==> src/rtl/cpu_types_pkg.sv <==
// Shared CPU types: hazard unit FSM state and register-file constants.
package cpu_types_pkg;

  typedef enum logic [0:0] {
    RUN    = 1'b0,
    HALTED = 1'b1
  } hazard_state_t;

  typedef logic [4:0] regbits_t;

  localparam regbits_t REG_ZERO = 5'd0;

  localparam logic [15:0] STALL_CNT_MAX = 16'hFFFF;

endpackage

==> src/rtl/hazard_control_if.sv <==
// Hazard unit bundle: pipeline status in, stage enables/flushes and status out.
interface hazard_control_if;
  import cpu_types_pkg::*;

  logic        ihit;
  logic        dhit;
  regbits_t    id_rs;
  regbits_t    id_rt;
  logic        id_uses_rt;
  logic        ex_dREN;
  regbits_t    ex_wsel;
  logic        mem_dREN;
  logic        mem_dWEN;
  logic        mem_redirect;
  logic        wb_halt;

  logic        pc_en;
  logic        ifid_en;
  logic        idex_en;
  logic        exmem_en;
  logic        memwb_en;
  logic        ifid_flush;
  logic        idex_flush;
  logic        exmem_flush;
  logic        memwb_flush;
  logic        pc_sel_redirect;
  logic        halted;
  logic [15:0] stall_cycles;

  modport master (
    output ihit, dhit, id_rs, id_rt, id_uses_rt, ex_dREN, ex_wsel,
           mem_dREN, mem_dWEN, mem_redirect, wb_halt,
    input  pc_en, ifid_en, idex_en, exmem_en, memwb_en,
           ifid_flush, idex_flush, exmem_flush, memwb_flush,
           pc_sel_redirect, halted, stall_cycles
  );

  modport slave (
    input  ihit, dhit, id_rs, id_rt, id_uses_rt, ex_dREN, ex_wsel,
           mem_dREN, mem_dWEN, mem_redirect, wb_halt,
    output pc_en, ifid_en, idex_en, exmem_en, memwb_en,
           ifid_flush, idex_flush, exmem_flush, memwb_flush,
           pc_sel_redirect, halted, stall_cycles
  );

endinterface

==> src/rtl/hazard_control_load_use_detect.sv <==
// Detects a decode-stage read of a register still being loaded in execute.
module load_use_detect
  import cpu_types_pkg::*;
(
  input  logic     ex_dREN,
  input  regbits_t ex_wsel,
  input  regbits_t id_rs,
  input  regbits_t id_rt,
  input  logic     id_uses_rt,
  output logic     load_use
);

  // $0 is hardwired, so a load targeting it never creates a dependency.
  assign load_use = ex_dREN && (ex_wsel != REG_ZERO) &&
                    ((ex_wsel == id_rs) || (id_uses_rt && (ex_wsel == id_rt)));

endmodule

==> src/rtl/hazard_control.sv <==
// Pipeline hazard controller: prioritised stall/flush/redirect with halt FSM.
module hazard_control
  import cpu_types_pkg::*;
(
  input  logic              CLK,
  input  logic              nRST,
  hazard_control_if.slave   hif
);

  hazard_state_t state_reg, state_next;
  logic [15:0]   stall_reg, stall_next;
  logic          load_use;
  logic          mem_stall;

  logic pc_en, ifid_en, idex_en, exmem_en, memwb_en;
  logic ifid_flush, idex_flush, exmem_flush, memwb_flush;
  logic pc_sel_redirect;

  load_use_detect u_load_use (
    .ex_dREN    (hif.ex_dREN),
    .ex_wsel    (hif.ex_wsel),
    .id_rs      (hif.id_rs),
    .id_rt      (hif.id_rt),
    .id_uses_rt (hif.id_uses_rt),
    .load_use   (load_use)
  );

  assign mem_stall = (hif.mem_dREN || hif.mem_dWEN) && !hif.dhit;

  // Strict priority: only the highest active condition shapes the outputs.
  always_comb begin
    pc_en           = 1'b1;
    ifid_en         = 1'b1;
    idex_en         = 1'b1;
    exmem_en        = 1'b1;
    memwb_en        = 1'b1;
    ifid_flush      = 1'b0;
    idex_flush      = 1'b0;
    exmem_flush     = 1'b0;
    memwb_flush     = 1'b0;
    pc_sel_redirect = 1'b0;
    state_next      = state_reg;

    if (state_reg == HALTED) begin
      {pc_en, ifid_en, idex_en, exmem_en, memwb_en} = 5'b00000;
    end else if (hif.wb_halt) begin
      {pc_en, ifid_en, idex_en, exmem_en, memwb_en} = 5'b00000;
      state_next = HALTED;
    end else if (mem_stall) begin
      {pc_en, ifid_en, idex_en, exmem_en} = 4'b0000;
      memwb_flush = 1'b1;
    end else if (hif.mem_redirect) begin
      pc_sel_redirect = 1'b1;
      ifid_flush      = 1'b1;
      idex_flush      = 1'b1;
      exmem_flush     = 1'b1;
    end else if (load_use) begin
      pc_en      = 1'b0;
      ifid_en    = 1'b0;
      idex_flush = 1'b1;
    end else if (!hif.ihit) begin
      pc_en      = 1'b0;
      ifid_flush = 1'b1;
    end
  end

  always_comb begin
    stall_next = stall_reg;
    if ((state_reg == RUN) && (!pc_en || pc_sel_redirect) && (stall_reg != STALL_CNT_MAX))
      stall_next = stall_reg + 16'd1;
  end

  always_ff @(posedge CLK, negedge nRST) begin
    if (!nRST) begin
      state_reg <= RUN;
      stall_reg <= '0;
    end else begin
      state_reg <= state_next;
      stall_reg <= stall_next;
    end
  end

  assign hif.pc_en           = pc_en;
  assign hif.ifid_en         = ifid_en;
  assign hif.idex_en         = idex_en;
  assign hif.exmem_en        = exmem_en;
  assign hif.memwb_en        = memwb_en;
  assign hif.ifid_flush      = ifid_flush;
  assign hif.idex_flush      = idex_flush;
  assign hif.exmem_flush     = exmem_flush;
  assign hif.memwb_flush     = memwb_flush;
  assign hif.pc_sel_redirect = pc_sel_redirect;
  assign hif.halted          = (state_reg == HALTED);
  assign hif.stall_cycles    = stall_reg;

endmodule

==> src/flat_wrapper.sv <==
// flat-port wrapper written by rule: the top's interface ports become plain ports
module hazard_control_flat import cpu_types_pkg::*;
  (CLK, nRST, hif_ihit, hif_dhit, hif_id_rs, hif_id_rt, hif_id_uses_rt, hif_ex_dREN, hif_ex_wsel, hif_mem_dREN, hif_mem_dWEN, hif_mem_redirect, hif_wb_halt, hif_pc_en, hif_ifid_en, hif_idex_en, hif_exmem_en, hif_memwb_en, hif_ifid_flush, hif_idex_flush, hif_exmem_flush, hif_memwb_flush, hif_pc_sel_redirect, hif_halted, hif_stall_cycles);
  hazard_control_if hif_i ();
  input  logic CLK;
  input  logic nRST;
  input wire logic [$bits(hif_i.ihit)-1:0] hif_ihit;
  input wire logic [$bits(hif_i.dhit)-1:0] hif_dhit;
  input wire logic [$bits(hif_i.id_rs)-1:0] hif_id_rs;
  input wire logic [$bits(hif_i.id_rt)-1:0] hif_id_rt;
  input wire logic [$bits(hif_i.id_uses_rt)-1:0] hif_id_uses_rt;
  input wire logic [$bits(hif_i.ex_dREN)-1:0] hif_ex_dREN;
  input wire logic [$bits(hif_i.ex_wsel)-1:0] hif_ex_wsel;
  input wire logic [$bits(hif_i.mem_dREN)-1:0] hif_mem_dREN;
  input wire logic [$bits(hif_i.mem_dWEN)-1:0] hif_mem_dWEN;
  input wire logic [$bits(hif_i.mem_redirect)-1:0] hif_mem_redirect;
  input wire logic [$bits(hif_i.wb_halt)-1:0] hif_wb_halt;
  output wire logic [$bits(hif_i.pc_en)-1:0] hif_pc_en;
  output wire logic [$bits(hif_i.ifid_en)-1:0] hif_ifid_en;
  output wire logic [$bits(hif_i.idex_en)-1:0] hif_idex_en;
  output wire logic [$bits(hif_i.exmem_en)-1:0] hif_exmem_en;
  output wire logic [$bits(hif_i.memwb_en)-1:0] hif_memwb_en;
  output wire logic [$bits(hif_i.ifid_flush)-1:0] hif_ifid_flush;
  output wire logic [$bits(hif_i.idex_flush)-1:0] hif_idex_flush;
  output wire logic [$bits(hif_i.exmem_flush)-1:0] hif_exmem_flush;
  output wire logic [$bits(hif_i.memwb_flush)-1:0] hif_memwb_flush;
  output wire logic [$bits(hif_i.pc_sel_redirect)-1:0] hif_pc_sel_redirect;
  output wire logic [$bits(hif_i.halted)-1:0] hif_halted;
  output wire logic [$bits(hif_i.stall_cycles)-1:0] hif_stall_cycles;
  assign hif_i.ihit = hif_ihit;
  assign hif_i.dhit = hif_dhit;
  assign hif_i.id_rs = hif_id_rs;
  assign hif_i.id_rt = hif_id_rt;
  assign hif_i.id_uses_rt = hif_id_uses_rt;
  assign hif_i.ex_dREN = hif_ex_dREN;
  assign hif_i.ex_wsel = hif_ex_wsel;
  assign hif_i.mem_dREN = hif_mem_dREN;
  assign hif_i.mem_dWEN = hif_mem_dWEN;
  assign hif_i.mem_redirect = hif_mem_redirect;
  assign hif_i.wb_halt = hif_wb_halt;
  assign hif_pc_en = hif_i.pc_en;
  assign hif_ifid_en = hif_i.ifid_en;
  assign hif_idex_en = hif_i.idex_en;
  assign hif_exmem_en = hif_i.exmem_en;
  assign hif_memwb_en = hif_i.memwb_en;
  assign hif_ifid_flush = hif_i.ifid_flush;
  assign hif_idex_flush = hif_i.idex_flush;
  assign hif_exmem_flush = hif_i.exmem_flush;
  assign hif_memwb_flush = hif_i.memwb_flush;
  assign hif_pc_sel_redirect = hif_i.pc_sel_redirect;
  assign hif_halted = hif_i.halted;
  assign hif_stall_cycles = hif_i.stall_cycles;
  hazard_control u_core (.CLK(CLK), .nRST(nRST), .hif(hif_i));
endmodule
==> config.mk <==
export PLATFORM = sky130hd
export DESIGN_NAME = hazard_control_flat
export DESIGN_NICKNAME = d
export VERILOG_FILES = /design/src/rtl/cpu_types_pkg.sv /design/src/rtl/hazard_control_if.sv /design/src/rtl/hazard_control_load_use_detect.sv /design/src/rtl/hazard_control.sv /design/src/flat_wrapper.sv
export SDC_FILE = /design/constraint.sdc
export NUM_CORES = 1
export LEC_CHECK = 0
export CORE_MARGIN = 2
export CORE_UTILIZATION = 36
export DETAILED_ROUTE_END_ITERATION = 8
export PLACE_DENSITY = 0.76
export SLEW_MARGIN = 20
export SYNTH_ARGS = -nofsm -noshare
export SYNTH_HDL_FRONTEND = slang
export SYNTH_SLANG_ARGS = --single-unit
==> constraint.sdc <==
create_clock -name CLK -period 1.71 [get_ports CLK]
set_input_delay 0.342 -clock CLK [delete_from_list [all_inputs] [get_ports CLK]]
set_output_delay 0.342 -clock CLK [all_outputs]
set_load 0.03 [all_outputs]
==> flow_metrics.env <==
export IMPL_status="finished with violations"
export IMPL_violations="setup timing"
export IMPL_rsz0062_at_grt="yes"
export IMPL_nets=211
export IMPL_grt_first_pass_wirelength_mm=4.774
export IMPL_synth_distinct_cells=29
export IMPL_drt_vias_per_instance=5.009
export IMPL_syn_instance_count=106
export IMPL_antenna_found_initial=0
export IMPL_htreeDepth=1
export IMPL_worstHoldPathType="in2async"
export IMPL_critPathLaunch="hif_ex_wsel[3]"
export IMPL_grt_pass1_vias=1101
export IMPL_dp_slack_ns=-1.046
export IMPL_tightestPinTransition_ns=0.3349
export IMPL_synth_top_area_share=0.4072
export IMPL_ys_top_cells_by_area="dfrtp_1 41%, xnor2_1 18%, nand4_1 4.2%, nand3_1 3.4%, xor2_1 3.4%"
export IMPL_fill_cells=206
export IMPL_routabilityCongestion=0.7072
export IMPL_syn_area_sq_um=1045
export IMPL_synth_largest_area_cell="dfrtp_1"
export IMPL_reg2reg_from="u_core.hif.stall_cycles[1]"
export IMPL_cts_hold_fix_buffers=0
export IMPL_grt_max_degree=18
export IMPL_start_util=0.3789
export IMPL_drive_above_1_share=0.4076
export IMPL_clock_skew_ns=0.004553
export IMPL_final_util=0.7232
export IMPL_io_buffers=51
export IMPL_synth_avg_cell_area_sq_um=9.856
export IMPL_num_vias=1077
export IMPL_cp_arrival_ns=2.12
export IMPL_peakVddDrop_mv=0.4419
export IMPL_start_kind="input port"
export IMPL_std_cell_rows=19
export IMPL_slew_viol_final=0
export IMPL_path_clk_slew_ns=0.10
export IMPL_final_common_cell="buf_4"
export IMPL_cap_violations=0
export IMPL_track_usage=0.1799
export IMPL_relSlewSlack=0.7736
export IMPL_p_leak_nw=0.9166
export IMPL_clock_latency_ns=0.28
export IMPL_first_pass_iters=4
export IMPL_dieWidth_um=57.87
export IMPL_p_total_uw=842.3
export IMPL_layout_common_cells="28 x buf_4, 27 x dlygate4sd2_1, 17 x xnor2_1, 16 x dfrtp_1, 10 x buf_6"
export IMPL_drt_wl_total_mm=2.983
export IMPL_fmax_mhz=513.2
export IMPL_wl_per_cell_um=13.87
export IMPL_cts_sinks=17
export IMPL_cp_end_kind="flip-flop"
export IMPL_setup_ws_ns=-0.2385
export IMPL_dr_first_iter_drc_count=28
export IMPL_numCtsBuffers=3
export IMPL_dp_hpwl_mm=2.252
export IMPL_holdWs_ns=0.3645
export IMPL_gr_total_overflow=0
export IMPL_crit_fanout=8
export IMPL_finalCritPeriodShare=1.139
export IMPL_setup_tns_ns=-3.304
export IMPL_cts_root_buf="clkbuf_4"
export IMPL_io_pins=52
export IMPL_setup_violations=20
export IMPL_required_ns=1.88
export IMPL_cts_tree="done"
export IMPL_syn_to_final_growth_pct=90.90
export IMPL_yosys_warnings=0
export IMPL_finalCriticalPeriod_ns=1.948
export IMPL_synth_seq_cells=17
export IMPL_route_detailed_drc=0
export IMPL_dieArea_sq_um=3349
export IMPL_ant_nets=0
export IMPL_seqCellArea_sq_um=426.7
export IMPL_power_density_nw_per_um2=422.3
export IMPL_clk_path_buf_depth=2
export IMPL_synth_fp_nets=132
export IMPL_synth_seq_area_share=0.4072
export IMPL_die_height_um=57.87
export IMPL_hold_viol=0
export IMPL_multi_input_area_sq_um=772.0
export IMPL_core_sq_um=2758
export IMPL_antenna_cells=0
export IMPL_worstSetupPathType="in2reg"
==> power by group <==
group	leakage (nW)	switching (mW)	internal [mW]
Combinational	0.692	0.101	0.111
Clock	0.0150	0.119	0.0905
Sequential	0.210	0.00796	0.413
Total	0.917	0.228	0.615
==> worst max-delay path, cell delays in order <==
cell and delay (ns):
buf_8 0.09, or4_4 0.53, o21a_4 0.23, a2111o_1 0.49, nand2_2 0.14, mux2_4 0.30
==> synthesized netlist by cell type <==
master,count
nand3_1,7
buf_6,1
buf_4,2
clkbuf_1,1
inv_1,4
a31oi_1,1
o21bai_1,1
nand4bb_1,1
or4_1,1
dfrtp_1,17
and2_1,2
nor3b_1,1
nand2_1,7
o21a_1,1
buf_2,1
o22ai_1,1
a41oi_2,1
and2_0,1
ha_1,1
a21oi_1,3
nor2_1,6
mux2_2,1
xnor2_1,21
nor4b_1,3
nand4_1,7
and3_1,5
and4_1,3
xor2_1,4
a2111o_1,1
==> registers in the layout, summed over array words and instances, names as in the netlist <==
signal / cells
u_core.hif.stall_cycles: 16
u_core.hif.halted: 1
==> cell type report <==
class,count,share of cell area
inverter,4,0.009410
tap,31,0.01945
multi-input combinational,80,0.3871
timing repair buffer,79,0.3570
sequential,17,0.2139
clock buffer,4,0.01317
==> per-stage QoR <==
stage,cell area (sq um),instances
final,1994,215
after global routing,1994,215
after CTS,1899,215
after detailed placement,1789,207
after global placement,1789,207
after floorplan,1105,106
==> cells by family after synthesis <==
family | after synthesis | share of synthesized area
AND/OR/NAND/NOR | 44 | 0.2455
multiplexers | 1 | 0.01078
buffers and inverters | 9 | 0.04789
flip-flops | 17 | 0.4072
adder cells (fa/ha/maj) | 1 | 0.01197
AO/OA/AOI/OAI | 9 | 0.06708
XOR/XNOR | 25 | 0.2096
==> path summary, 6_finish.rpt <==
path,to,slack [ns],cells after the start
max in group asynchronous,u_core.hif.halted,1.14,2
worst min-delay path,u_core.hif.stall_cycles[3],0.36,2
worst max-delay path,u_core.hif.stall_cycles[1],-0.24,6
worst min register to register,u_core.hif.stall_cycles[11],0.48,1
min in group CLK,u_core.hif.stall_cycles[11],0.48,1
worst max register to register,u_core.hif.stall_cycles[4],-0.03,7
==> routing by layer <==
metal,wire (um),global-route usage
met3,216,0.02455
met2,1501,0.3312
met4,19,0.04983
met1,1245,0.2178
met5,0,0
==> timing repair <==
action	4_1_cts	5_1_grt
setup endpoints to repair	39	24
cloned	0	0
resized for setup	76	19
pin swaps	26	11
setup buffers	4	0
Note: power is estimated with default switching activity, not from simulation.
==> RTL edit (same settings) <==
Set the package constant `REG_ZERO` to 5'd1 (it was 5'd0).
--- a/src/rtl/cpu_types_pkg.sv
+++ b/src/rtl/cpu_types_pkg.sv
@@ -9,5 +9,5 @@
   typedef logic [4:0] regbits_t;
 
-  localparam regbits_t REG_ZERO = 5'd0;
+  localparam regbits_t REG_ZERO = 5'd1;
 
   localparam logic [15:0] STALL_CNT_MAX = 16'hFFFF;
Check against the original RTL: not equivalent (a bounded check fails within 4 cycles, from zero or initial values and one cycle with nRST low).
==> RTL edit against the unedited design <==
The run still ends with negative setup slack left. Global-route usage rose by 2.9 points. Setup slack got worse by 0.069 ns. Wire length rose by 14%. Sequential cell count did not move. Power fell by 3.5%. Critical path type is now in -> out. Critical endpoint is now hif_pc_en. Die area fell by 2.1%. Register-to-register slack got worse by 0.06 ns. Design area fell by 0.75%. Count of clock-buffer cells in the layout did not move. Area after synthesis fell by 2.3%.
==> RTL edit: results <==
[outcome]
status = finished, violations left
failed_checks = negative setup slack

[critical_path]
r2r-end = u_core.hif.stall_cycles[6]
rr_startpoint = u_core.hif.stall_cycles[0]
crit_start = hif_ex_wsel[2]
path_max_fanout = 3
cp.arrival_ns = 1.68
rrSetupSlack_ns = -0.09
crit_end = hif_pc_en

[place]
place_congestion = 0.8104
pre_cts_slack_ns = -0.9543
placed_cells = 202

[yosys]
synth_area_leaders = dfrtp_1 42%, xnor2_1 21%, and3_1 4.3%
synth-adder-area-share = 0.01225
synth.area.mux_share = 0.01103
synth.distinct_cells = 27
ys_seq_area_frac = 0.4167
synth-xor-area-share = 0.2145

[power]
p_leak_uw = 0.0009603
vdd_drop_max_mv = 0.5156

[grt]
grt_pass1_wl_um = 5361
track_usage = 0.2088
grt_max_degree = 11
antenna_found_initial = 0

[timing]
finalSetupViolCount = 20
setup_ws_ns = -0.3078
fin_skew_ns = 0.004359
whs_ns = 0.3416

[route]
wl_per_cell_um = 15.97
totalWireLength_um = 3386
drt_iter0_drc = 14
via_count = 1127

[final_layout]
nFillCells = 211
nets = 208

[min_path]
hold_path.class = in -> async
[RTL edit: cell types whose count changed after synthesis, moves of 2 or more]
cell and change:
xnor2_1 +3, xor2_1 -3, and3_1 +2, and4_1 -2, nand2_1 +2
[RTL edit: per-stage QoR]
step                      area [um2]  TNS [ns]
after floorplan                 1072    -3.549
after CTS                       1861    -3.581
final                           1979    -4.298
after detailed placement        1700    -16.25
after global routing            1979    -4.837
after global placement          1700    -15.59
[RTL edit: routing by layer]
metal | wire, um | vias up | global-route usage
met2 | 1731 | 64 | 0.3941
met5 | 0 | - | 0
li1 | - | 520 | -
met1 | 1386 | 537 | 0.2367
met3 | 236 | 6 | 0.03855
met4 | 32 | 0 | 0.06312
[RTL edit: layout make-up]
cell class,count,area (um2),area share
Inverter,5,18.77,0.009482
Tap cell,31,38.79,0.01960
Clock buffer,4,26.28,0.01327
Multi-Input combinational cell,81,800.8,0.4046
Sequential cell,17,426.7,0.2155
Timing Repair Buffer,74,668.1,0.3375
[RTL edit: cell families after synthesis]
group,count (synthesis)
multiplexers,1
AND/OR/NAND/NOR,45
AO/OA/AOI/OAI,9
adder cells (fa/ha/maj),1
XOR/XNOR,25
flip-flops,17
buffers and inverters,8
[RTL edit: critical path: stages]
cell and delay [ns]:
buf_6 0.10, or4b_1 0.53, o21a_1 0.23, nand2_2 0.09
buf_6 0.11, a21oi_4 0.05, nor2_4 0.09, buf_6 0.14
[RTL edit: how the worst min path moves through the flow]
stage | depth (start not counted) | to | start
after global routing | 1 | u_core.hif.stall_cycles[0] | nRST
final | 1 | u_core.hif.stall_cycles[13] | nRST
after global placement | 1 | u_core.hif.stall_cycles[5] | u_core.hif.stall_cycles[5]
after floorplan | 0 | u_core.hif.halted | nRST
after CTS | 1 | u_core.hif.stall_cycles[0] | nRST
after detailed placement | 1 | u_core.hif.stall_cycles[15] | u_core.hif.stall_cycles[15]
[RTL edit: report_power, final]
| group | total, uW | internal (uW) | leakage (uW) | switching [uW] |
|---|---|---|---|---|
| clock | 202 | 90.4 | 0.0000150 | 112 |
| sequential | 423 | 411 | 0.000224 | 12.0 |
| combinational | 187 | 98.4 | 0.000721 | 89.0 |
| total | 812 | 600 | 0.000960 | 213 |
[RTL edit: repair_timing]
item                                    4_1_cts  5_1_grt
pin swaps                                    33       17
endpoints found under the setup margin       40       23
buffers inserted                              5        1
gates resized for setup                      89       23
cloned                                        1        0
